### src/rtl/rv32e_pkg.sv
// Shared RV32E definitions: register-file geometry, write source tags and
// the writeback request payload.
package rv32e_pkg;

    localparam int unsigned XLEN     = 32;
    localparam int unsigned REG_AW   = 4;
    localparam int unsigned NUM_REGS = 16;

    typedef logic [REG_AW-1:0] reg_addr_t;
    typedef logic [XLEN-1:0]   xdata_t;

    // Which writeback source produced an output-stage entry.
    typedef enum logic {
        SRC_PIPE = 1'b0,
        SRC_LLU  = 1'b1
    } wb_src_e;

    typedef struct packed {
        reg_addr_t rd;
        xdata_t    data;
        wb_src_e   src;
    } wb_req_t;

endpackage

### src/rtl/rf_write_arbiter_if.sv
// Bundle of the rf_write_arbiter handshake and register-file signals.
//   master: writeback sources, issue stage and register file side
//   slave : the arbiter itself
interface rf_write_arbiter_if;
    import rv32e_pkg::*;

    logic      s0_valid;
    reg_addr_t s0_rd;
    xdata_t    s0_data;
    logic      s0_ready;

    logic      s1_valid;
    reg_addr_t s1_rd;
    xdata_t    s1_data;
    logic      s1_ready;

    logic      issue_valid;
    reg_addr_t issue_rd;
    logic      issue_ready;

    reg_addr_t rs1;
    reg_addr_t rs2;
    logic      rs1_pending;
    logic      rs2_pending;

    logic      rf_we;
    reg_addr_t rf_rd;
    xdata_t    rf_rd_data;

    modport master (
        output s0_valid, s0_rd, s0_data,
        input  s0_ready,
        output s1_valid, s1_rd, s1_data,
        input  s1_ready,
        output issue_valid, issue_rd,
        input  issue_ready,
        output rs1, rs2,
        input  rs1_pending, rs2_pending,
        input  rf_we, rf_rd, rf_rd_data
    );

    modport slave (
        input  s0_valid, s0_rd, s0_data,
        output s0_ready,
        input  s1_valid, s1_rd, s1_data,
        output s1_ready,
        input  issue_valid, issue_rd,
        output issue_ready,
        input  rs1, rs2,
        output rs1_pending, rs2_pending,
        output rf_we, rf_rd, rf_rd_data
    );

endinterface

### src/rtl/rf_scoreboard.sv
// Pending-write scoreboard for long-latency results, one bit per x1..x15.
//   clk, rst_n           : clock, synchronous active-low reset
//   issue_valid/issue_rd : dispatch of a long-latency op; issue_ready low if rd pending
//   clr_en/clr_rd        : long-latency write committing to the register file
//   rs1/rs2              : source lookups; rs1_pending/rs2_pending combinational
module rf_scoreboard
    import rv32e_pkg::*;
(
    input  logic      clk,
    input  logic      rst_n,
    input  logic      issue_valid,
    input  reg_addr_t issue_rd,
    output logic      issue_ready,
    input  logic      clr_en,
    input  reg_addr_t clr_rd,
    input  reg_addr_t rs1,
    input  reg_addr_t rs2,
    output logic      rs1_pending,
    output logic      rs2_pending
);

    logic [NUM_REGS-1:1] pend_q;
    logic [NUM_REGS-1:1] pend_d;
    logic [NUM_REGS-1:0] pend_map;
    logic                set_en;

    // x0 is never pending, so it is mapped to a hard zero for lookups.
    assign pend_map    = {pend_q, 1'b0};
    assign issue_ready = !pend_map[issue_rd];
    assign rs1_pending = pend_map[rs1];
    assign rs2_pending = pend_map[rs2];
    assign set_en      = issue_valid && issue_ready;

    // Clear then set, so a same-edge set on the committing register wins.
    always_comb begin
        pend_d = pend_q;
        for (int unsigned i = 1; i < NUM_REGS; i++) begin
            if (clr_en && (clr_rd == REG_AW'(i))) begin
                pend_d[i] = 1'b0;
            end
            if (set_en && (issue_rd == REG_AW'(i))) begin
                pend_d[i] = 1'b1;
            end
        end
    end

    always_ff @(posedge clk) begin
        if (!rst_n) begin
            pend_q <= '0;
        end else begin
            pend_q <= pend_d;
        end
    end

endmodule

### src/rtl/rf_write_arbiter.sv
// Arbitrates the register file's single write port between the in-order
// pipeline (source 0) and the long-latency unit (source 1), with a
// starvation guard for source 1 and a scoreboard of outstanding
// long-latency destinations.
//   clk, rst_n : clock, synchronous active-low reset
//   bus        : s0/s1 writeback handshakes, issue handshake, rs1/rs2
//                pending lookups, registered rf_we/rf_rd/rf_rd_data
//   STARVE_MAX : cycles source 1 may wait before a forced grant (1..15)
module rf_write_arbiter
    import rv32e_pkg::*;
#(
    parameter int unsigned STARVE_MAX = 4
) (
    input  logic              clk,
    input  logic              rst_n,
    rf_write_arbiter_if.slave bus
);

    localparam int unsigned      CNT_W      = 4;
    localparam logic [CNT_W-1:0] STARVE_LIM = CNT_W'(STARVE_MAX);

    logic [CNT_W-1:0] starve_q;
    logic [CNT_W-1:0] starve_d;
    logic             grant0_c;
    logic             grant1_c;
    wb_req_t          out_q;
    wb_req_t          out_d;
    logic             we_q;
    logic             we_d;
    logic             clr_en_c;

    // Grant, starvation count and output-stage next state.
    always_comb begin
        grant0_c = 1'b0;
        grant1_c = 1'b0;
        starve_d = '0;
        out_d    = out_q;
        we_d     = 1'b0;

        grant1_c = bus.s1_valid && ((starve_q == STARVE_LIM) || !bus.s0_valid);
        grant0_c = bus.s0_valid && !grant1_c;

        if (bus.s1_valid && !grant1_c) begin
            starve_d = (starve_q == STARVE_LIM) ? starve_q : starve_q + CNT_W'(1);
        end

        // Writes to x0 complete the handshake but never enable the write.
        if (grant0_c) begin
            out_d = '{rd: bus.s0_rd, data: bus.s0_data, src: SRC_PIPE};
            we_d  = (bus.s0_rd != '0);
        end else if (grant1_c) begin
            out_d = '{rd: bus.s1_rd, data: bus.s1_data, src: SRC_LLU};
            we_d  = (bus.s1_rd != '0);
        end
    end

    always_ff @(posedge clk) begin
        if (!rst_n) begin
            starve_q <= '0;
            out_q    <= '0;
            we_q     <= 1'b0;
        end else begin
            starve_q <= starve_d;
            out_q    <= out_d;
            we_q     <= we_d;
        end
    end

    assign bus.s0_ready   = grant0_c;
    assign bus.s1_ready   = grant1_c;
    assign bus.rf_we      = we_q;
    assign bus.rf_rd      = out_q.rd;
    assign bus.rf_rd_data = out_q.data;

    // A long-latency result clears its pending bit on the commit edge.
    assign clr_en_c = we_q && (out_q.src == SRC_LLU);

    rf_scoreboard u_scoreboard (
        .clk         (clk),
        .rst_n       (rst_n),
        .issue_valid (bus.issue_valid),
        .issue_rd    (bus.issue_rd),
        .issue_ready (bus.issue_ready),
        .clr_en      (clr_en_c),
        .clr_rd      (out_q.rd),
        .rs1         (bus.rs1),
        .rs2         (bus.rs2),
        .rs1_pending (bus.rs1_pending),
        .rs2_pending (bus.rs2_pending)
    );

endmodule

### src/flat_wrapper.sv
// flat-port wrapper written by rule: the top's interface ports become plain ports
module rf_write_arbiter_flat import rv32e_pkg::*;
#(
    parameter int unsigned STARVE_MAX = 4
)
  (clk, rst_n, bus_s0_valid, bus_s0_rd, bus_s0_data, bus_s0_ready, bus_s1_valid, bus_s1_rd, bus_s1_data, bus_s1_ready, bus_issue_valid, bus_issue_rd, bus_issue_ready, bus_rs1, bus_rs2, bus_rs1_pending, bus_rs2_pending, bus_rf_we, bus_rf_rd, bus_rf_rd_data);
  rf_write_arbiter_if bus_i ();
  input  logic clk;
  input  logic rst_n;
  input wire logic [$bits(bus_i.s0_valid)-1:0] bus_s0_valid;
  input wire logic [$bits(bus_i.s0_rd)-1:0] bus_s0_rd;
  input wire logic [$bits(bus_i.s0_data)-1:0] bus_s0_data;
  output wire logic [$bits(bus_i.s0_ready)-1:0] bus_s0_ready;
  input wire logic [$bits(bus_i.s1_valid)-1:0] bus_s1_valid;
  input wire logic [$bits(bus_i.s1_rd)-1:0] bus_s1_rd;
  input wire logic [$bits(bus_i.s1_data)-1:0] bus_s1_data;
  output wire logic [$bits(bus_i.s1_ready)-1:0] bus_s1_ready;
  input wire logic [$bits(bus_i.issue_valid)-1:0] bus_issue_valid;
  input wire logic [$bits(bus_i.issue_rd)-1:0] bus_issue_rd;
  output wire logic [$bits(bus_i.issue_ready)-1:0] bus_issue_ready;
  input wire logic [$bits(bus_i.rs1)-1:0] bus_rs1;
  input wire logic [$bits(bus_i.rs2)-1:0] bus_rs2;
  output wire logic [$bits(bus_i.rs1_pending)-1:0] bus_rs1_pending;
  output wire logic [$bits(bus_i.rs2_pending)-1:0] bus_rs2_pending;
  output wire logic [$bits(bus_i.rf_we)-1:0] bus_rf_we;
  output wire logic [$bits(bus_i.rf_rd)-1:0] bus_rf_rd;
  output wire logic [$bits(bus_i.rf_rd_data)-1:0] bus_rf_rd_data;
  assign bus_i.s0_valid = bus_s0_valid;
  assign bus_i.s0_rd = bus_s0_rd;
  assign bus_i.s0_data = bus_s0_data;
  assign bus_s0_ready = bus_i.s0_ready;
  assign bus_i.s1_valid = bus_s1_valid;
  assign bus_i.s1_rd = bus_s1_rd;
  assign bus_i.s1_data = bus_s1_data;
  assign bus_s1_ready = bus_i.s1_ready;
  assign bus_i.issue_valid = bus_issue_valid;
  assign bus_i.issue_rd = bus_issue_rd;
  assign bus_issue_ready = bus_i.issue_ready;
  assign bus_i.rs1 = bus_rs1;
  assign bus_i.rs2 = bus_rs2;
  assign bus_rs1_pending = bus_i.rs1_pending;
  assign bus_rs2_pending = bus_i.rs2_pending;
  assign bus_rf_we = bus_i.rf_we;
  assign bus_rf_rd = bus_i.rf_rd;
  assign bus_rf_rd_data = bus_i.rf_rd_data;
  rf_write_arbiter #(.STARVE_MAX(STARVE_MAX)) u_core (.clk(clk), .rst_n(rst_n), .bus(bus_i));
endmodule
### config.mk
export PLATFORM = sky130hd
export DESIGN_NAME = rf_write_arbiter_flat
export DESIGN_NICKNAME = d
export VERILOG_FILES = /design/src/rtl/rv32e_pkg.sv /design/src/rtl/rf_write_arbiter_if.sv /design/src/rtl/rf_scoreboard.sv /design/src/rtl/rf_write_arbiter.sv /design/src/flat_wrapper.sv
export SDC_FILE = /design/constraint.sdc
export NUM_CORES = 1
export LEC_CHECK = 0
export BUFFER_PORTS_ARGS = -buffer_cell sky130_fd_sc_hd__buf_2
export CORE_UTILIZATION = 43
export DETAILED_ROUTE_END_ITERATION = 12
export PLACE_DENSITY = 0.72
export SYNTH_ARGS = -nofsm -noshare
export SYNTH_HDL_FRONTEND = slang
export SYNTH_SLANG_ARGS = --single-unit
### constraint.sdc
create_clock -name clk -period 2.7 [get_ports clk]
set_input_delay 0.135 -clock clk [delete_from_list [all_inputs] [get_ports clk]]
set_output_delay 0.135 -clock clk [all_outputs]
set_load 0.05 [all_outputs]
* Yosys cells after proc, flatten, opt, wreduce, memory -nomap -nowiden
Index checks and enable logic that the tools add are counted.
** Cells by class
- Add/subtract/negate cells :: 1
- Equality and inequality tests :: 31
- Bitwise operators :: 1
- Muxes and demuxes :: 40
- Reduce and logical (&&, ||, !) cells :: 59
- Order comparisons :: 3
** Operator list (number)
- 37-bit two-way mux :: 2
- 4-bit == test (second input constant) :: 16
- 4-bit by 3-bit == test with 1-bit output (second input constant) :: 9
- 1-bit logical AND :: 35
- 1-bit two-way mux :: 35
- 2-bit nonzero test :: 16
- 4-bit by 2-bit == test with 1-bit output (second input constant) :: 4
- 4-bit by 5-bit less-than comparator with 1-bit output (second input constant) :: 3
- 1-bit binary-select mux with 4-bit select :: 3
- 4-bit by 1-bit == test with 1-bit output (second input constant) :: 2
- 4-bit nonzero test :: 2
- 4-bit by 1-bit adder with 4-bit output (second input constant) :: 1
- 1-bit zero test :: 3
- 2-bit AND reduction :: 1
- 2-bit OR reduction :: 1
- 1-bit logical OR :: 1
- 1-bit inverter :: 1
** Storage, ports and cells
- Register bits :: 57
- Logic and storage cells :: 155

* Logic depth before layout (Yosys ltp)
- Depth in word-level cells :: 6
- Gate-level depth with buffers :: 8

* By module
Synthesis repeated with hierarchy kept, for this count alone.
** Second synthesis, totals
- Cells, all modules :: 347
- Area, all modules :: 3598.5 um^2
** By module, submodules not included
- rf_write_arbiter :: cells each 233, times used 1, seq. area each 840.8 um^2, area each 2456.1 um^2
- rf_scoreboard :: cells each 114, times used 1, seq. area each 300.3 um^2, area each 1142.3 um^2

* Least setup slack after synthesis
OpenSTA, ideal clock, no wires.
- Path type :: reg2out
- From :: register u_core.u_scoreboard.pend_q[13] in the netlist's numbering
- To :: output port bus_rs1_pending
- Buffers on the path :: 0
- Required time :: 2565 ps
- Slack :: 987 ps
- Arrival time :: 1578 ps
- Cell stages (with the launch flop) :: 4
- Path through :: dfxtp_1 > mux2i_1 > mux4_2 > o21ai_1
** On the way
- Word-level cells in the longest chain between the ends :: 2
** Ends and longest elaborated chain
- from (decl) :: line rf_scoreboard.sv:22 : logic [NUM_REGS-1:1] pend_q;
- from (signal assigned) :: line rf_scoreboard.sv:51 : pend_q <= pend_d;
- 1-bit binary-select mux with 4-bit select :: line rf_scoreboard.sv:30 : assign rs1_pending = pend_map[rs1];
- 1-bit two-way mux (implied by the code) :: line rf_scoreboard.sv:30
- to (decl) :: line flat_wrapper.sv:23 : output wire logic [$bits(bus_i.rs1_pending)-1:0] bus_rs1_pending;
No other way between the ends. The select of a mux whose other input is x is not followed.

* Worst setup path in the final report
- From :: register u_core.starve_q[0]
- To :: output port bus_s0_ready
** On the way
- Word-level cells in the longest chain between the ends :: 5
** Ends and longest elaborated chain
- from (decl) :: line rf_write_arbiter.sv:22 : logic [CNT_W-1:0] starve_q;
- from (signal assigned) :: line rf_write_arbiter.sv:63 : starve_q <= starve_d;
- 4-bit by 3-bit == test with 1-bit output :: line rf_write_arbiter.sv:40 : grant1_c = bus.s1_valid && ((starve_q == STARVE_LIM) || !bus.s0_valid);
- 1-bit logical OR :: line rf_write_arbiter.sv:40
- 1-bit logical AND :: line rf_write_arbiter.sv:40
- 1-bit zero test :: line rf_write_arbiter.sv:41 : grant0_c = bus.s0_valid && !grant1_c;
- 1-bit logical AND :: line rf_write_arbiter.sv:41
- to (decl) :: line flat_wrapper.sv:13 : output wire logic [$bits(bus_i.s0_ready)-1:0] bus_s0_ready;
No other way between the ends.

==> summary.md <==
| Metric | Value |
|---|---|
| Worst Hold Class | in2reg |
| DR top layer | met4 |
| Post-layout minimum cycle time | 2.15 ns |
| I/O pin cnt | 131 |
| Finished Core Util | 57.7% |
| Num CTS Buffers | 9 |
| Clock transition at path regs | 0.09 ns |
| Critical Path Slowest Stage Cell | a21o_1 |
| Max-Cap Viols | 0 |
| Drt pass-1 iters | 5 |
| Largest family of logic cells by synthesized area | compound AO/OA/AOI/OAI gates |
| Synth Register Bits | 57 |
| Clock Path Buffers | 2 |
| Post-synth EDFFs | 0 |
| Crit path kind | reg2out |
| Number of global-route vias before repair | 3072 |
| Synth Area in Compound Gates | 19.7% |
| Met2 wire len | 4580 um |
| Pin count of the biggest net entering global routing | 37 |
| CP Buf/Inv Count | 3 |
| All-layer global routing usage | 23.8% |
| Post-DRT Antenna Nets | 0 |
| Drt drc | 0 |
| NumNets Final | 556 |
| DR vias/cell | 5.45 |
| Detailed-route wire length per cell | 15.5 um |
| Worst Tran Pin Value | 0.807 ns |
| Layout cell share with drive strength beyond 1 | 36.6% |
| Die H | 87.2 um |
| ANT cells | 0 |
| Synth warnings | 0 |
| Initial antenna violation count | 0 |
| Slew HR | 46.2% |
| Synthesized area | 3120 um^2 |
| Critical path arrival | 2.01 ns |
| Post-synth top flop | dfxtp_1 |
| CP Cell Sequence | inv_1 > ha_1 > and3b_1 > a21o_1 > inv_1 > buf_2 |
| Cell row count | 30 |
| Worst EP required | 2.57 ns |
| Sequential area share after synthesis | 36.6% |
| Final Wtd Congestion | 0.817 |
| Area Growth Syn to Fin | 27.7% |
| Design Power | 2190 uW |
| Final HPWL DP | 6010 um |
| Leakage | 0.00179 uW |
| Total core area | 6910 um^2 |
| PwrDens | 550 nW/um^2 |
| Final setup violation count | 0 |
| Simple-gate area share of the yosys netlist | 18.4% |
| RSZ-0062 raised after global routing | false |
| Port buffer count | 130 |
| Post-CTS Setup Bufs | 0 |
| Maximum VDD drop | 348 uV |
| Clock Tree Root | clkbuf_8 |
| Multiplexer area fraction after synthesis | 9.78% |
| Post-route design area | 3990 um^2 |
| 1st-iter DRT viols | 120 |
| XOR/XNOR share of the synthesized area | 0.561% |
| Net Count, Synth | 443 |
| Vias | 3087 |
| Hold slack | 0.0169 ns |
| DIE AREA | 7600 um^2 |
| CTS sink count | 57 |
| Adder-Cell Fraction of Synth Area | 0.802% |
| Synth async-reset ratio | 0% |
| Status | finished clean |
| Initial core utilization | 45.2% |
| First-pass GRT wire length | 14000 um |
| Crit path max-delay family | compound AO/OA/AOI/OAI gates |
| Synth Instances | 352 |
| Die Width | 87.2 um |
| Max Clock Skew | 0.0206 ns |
| Routed wl met3 | 683 um |
| Worst-Skew Late Latency | 0.35 ns |
| Fin Setup TNS | 0 ns |
| Max Fclk | 466 MHz |
| DRT met1 WL | 3340 um |
| Synth unique cells | 45 |
| Area after DPL | 3520 um^2 |
| Crit. End Element | output pin |
| Final Hold Vio Count | 0 |
| Post-Route WL | 8750 um |
| CP Max Fanout | 16 |
| Crit path top cell by count | inv_1 |
| GRT overflow | 0 |
| Crit path launch type | flop |
| Fin. max-slew vios | 0 |
| CTS tree | done |
| Max stage delay on crit path | 0.56 ns |
| H-tree depth | 3 |
| Mean Syn Cell Area | 8.87 um^2 |
| Period utilization | 79.5% |
## placed cells by master (no fill, tap or decap), types with 7 or more instances in the layout
cell / count
nand2_1: 21
o21ai_0: 8
o221ai_1: 29
dlygate4sd3_1: 28
inv_1: 8
clkbuf_8: 9
buf_2: 130
o221ai_2: 7
dfxtp_1: 57
nor2_1: 80
mux2i_1: 11
o211ai_1: 7
## path summary, 6_finish.rpt
kind | from | end | slack (ns) | cells past startpoint
worst max register to register | u_core.starve_q[0] | u_core.bus.rf_rd_data[14] | 0.59 | 7
worst min-delay path | bus_s1_data[4] | u_core.bus.rf_rd_data[4] | 0.02 | 3
worst max-delay path | u_core.starve_q[0] | bus_s0_ready | 0.55 | 6
worst min register to register | u_core.starve_q[0] | u_core.starve_q[0] | 0.48 | 1
## cell families (layout without fill, tap and decap cells)
kind of cell / after synthesis / count (layout)
simple gates: 132 / 132
compound gates: 70 / 70
buf+inv: 69 / 187
flops: 57 / 57
mux: 20 / 20
fa+ha+maj: 2 / 2
xor+xnor: 2 / 2
## timing repair
item	CTS	global route
hold buffers	28	0
endpoints found under the hold margin	28	0
resized for setup	0	0
## stage by stage
stage,cells,worst slack (ns)
2_1_floorplan,352,0.987
3_3_place_gp,522,0.749
3_5_place_dp,522,0.638
4_1_cts,566,0.539
5_1_grt,566,0.405
6_report,566,0.554
## per-layer routing
layer  vias up  track usage (%)
met1      1450             25.9
met3        17             7.68
met2       147             43.2
met4         0             8.49
met5         -                0
li1       1473                -
## sequential cells by signal, summed over array words and instances (netlist names)
signal                      flops
u_core.bus.rf_we                1
u_core.u_scoreboard.pend_q     15
u_core.bus.rf_rd_data          32
u_core.out_q                    1
u_core.starve_q                 4
u_core.bus.rf_rd                4
## power breakdown
| part | switching (uW) | internal (uW) |
|---|---|---|
| clock | 411 | 350 |
| sequential | 42.7 | 892 |
| combinational | 323 | 176 |
| total | 777 | 1420 |
## final cells by class
type / instances / area [um^2]
inverters: 8 / 30.0
multi-input cells: 226 / 1540
flip-flops and latches: 57 / 1140
clock buffers: 9 / 124
clock inverters: 7 / 61.3
repair buffers: 163 / 968
fillers: 641 / 2920
well taps: 96 / 120
## worst reg2reg max path, delay by kind of cell (launching register included)
family	cells	cell delay [ns]
buffers and inverters	2	0.43
and+or+nand+nor	2	0.40
DFF	1	0.34
AOI/OAI and AO/OA	2	0.73
adders and majority gates	1	0.14
## synth_stat cells (2+ instances only)
master	number	area [um^2]
buf_1	2	7.51
nor2b_1	3	18.8
nand4_1	2	12.5
o21ai_1	3	15.0
buf_2	6	30.0
o211ai_1	7	52.6
nor3_1	5	25.0
o221ai_2	7	105
nand2b_1	3	18.8
clkbuf_1	11	41.3
a32o_2	4	45.0
o221ai_1	29	254
inv_1	8	30.0
mux4_2	5	113
ha_1	2	25.0
o311ai_0	2	17.5
nor2_1	80	300
dfxtp_1	57	1140
buf_6	5	56.3
a32o_1	3	30.0
mux2i_1	11	110
nand3_1	5	25.0
mux2_4	2	30.0
o21ai_0	8	40.0
nor4_1	4	25.0
or3_1	2	12.5
buf_4	37	278
nand2_1	21	78.8
mux4_1	2	52.6
(Power assumes the default switching activity.)
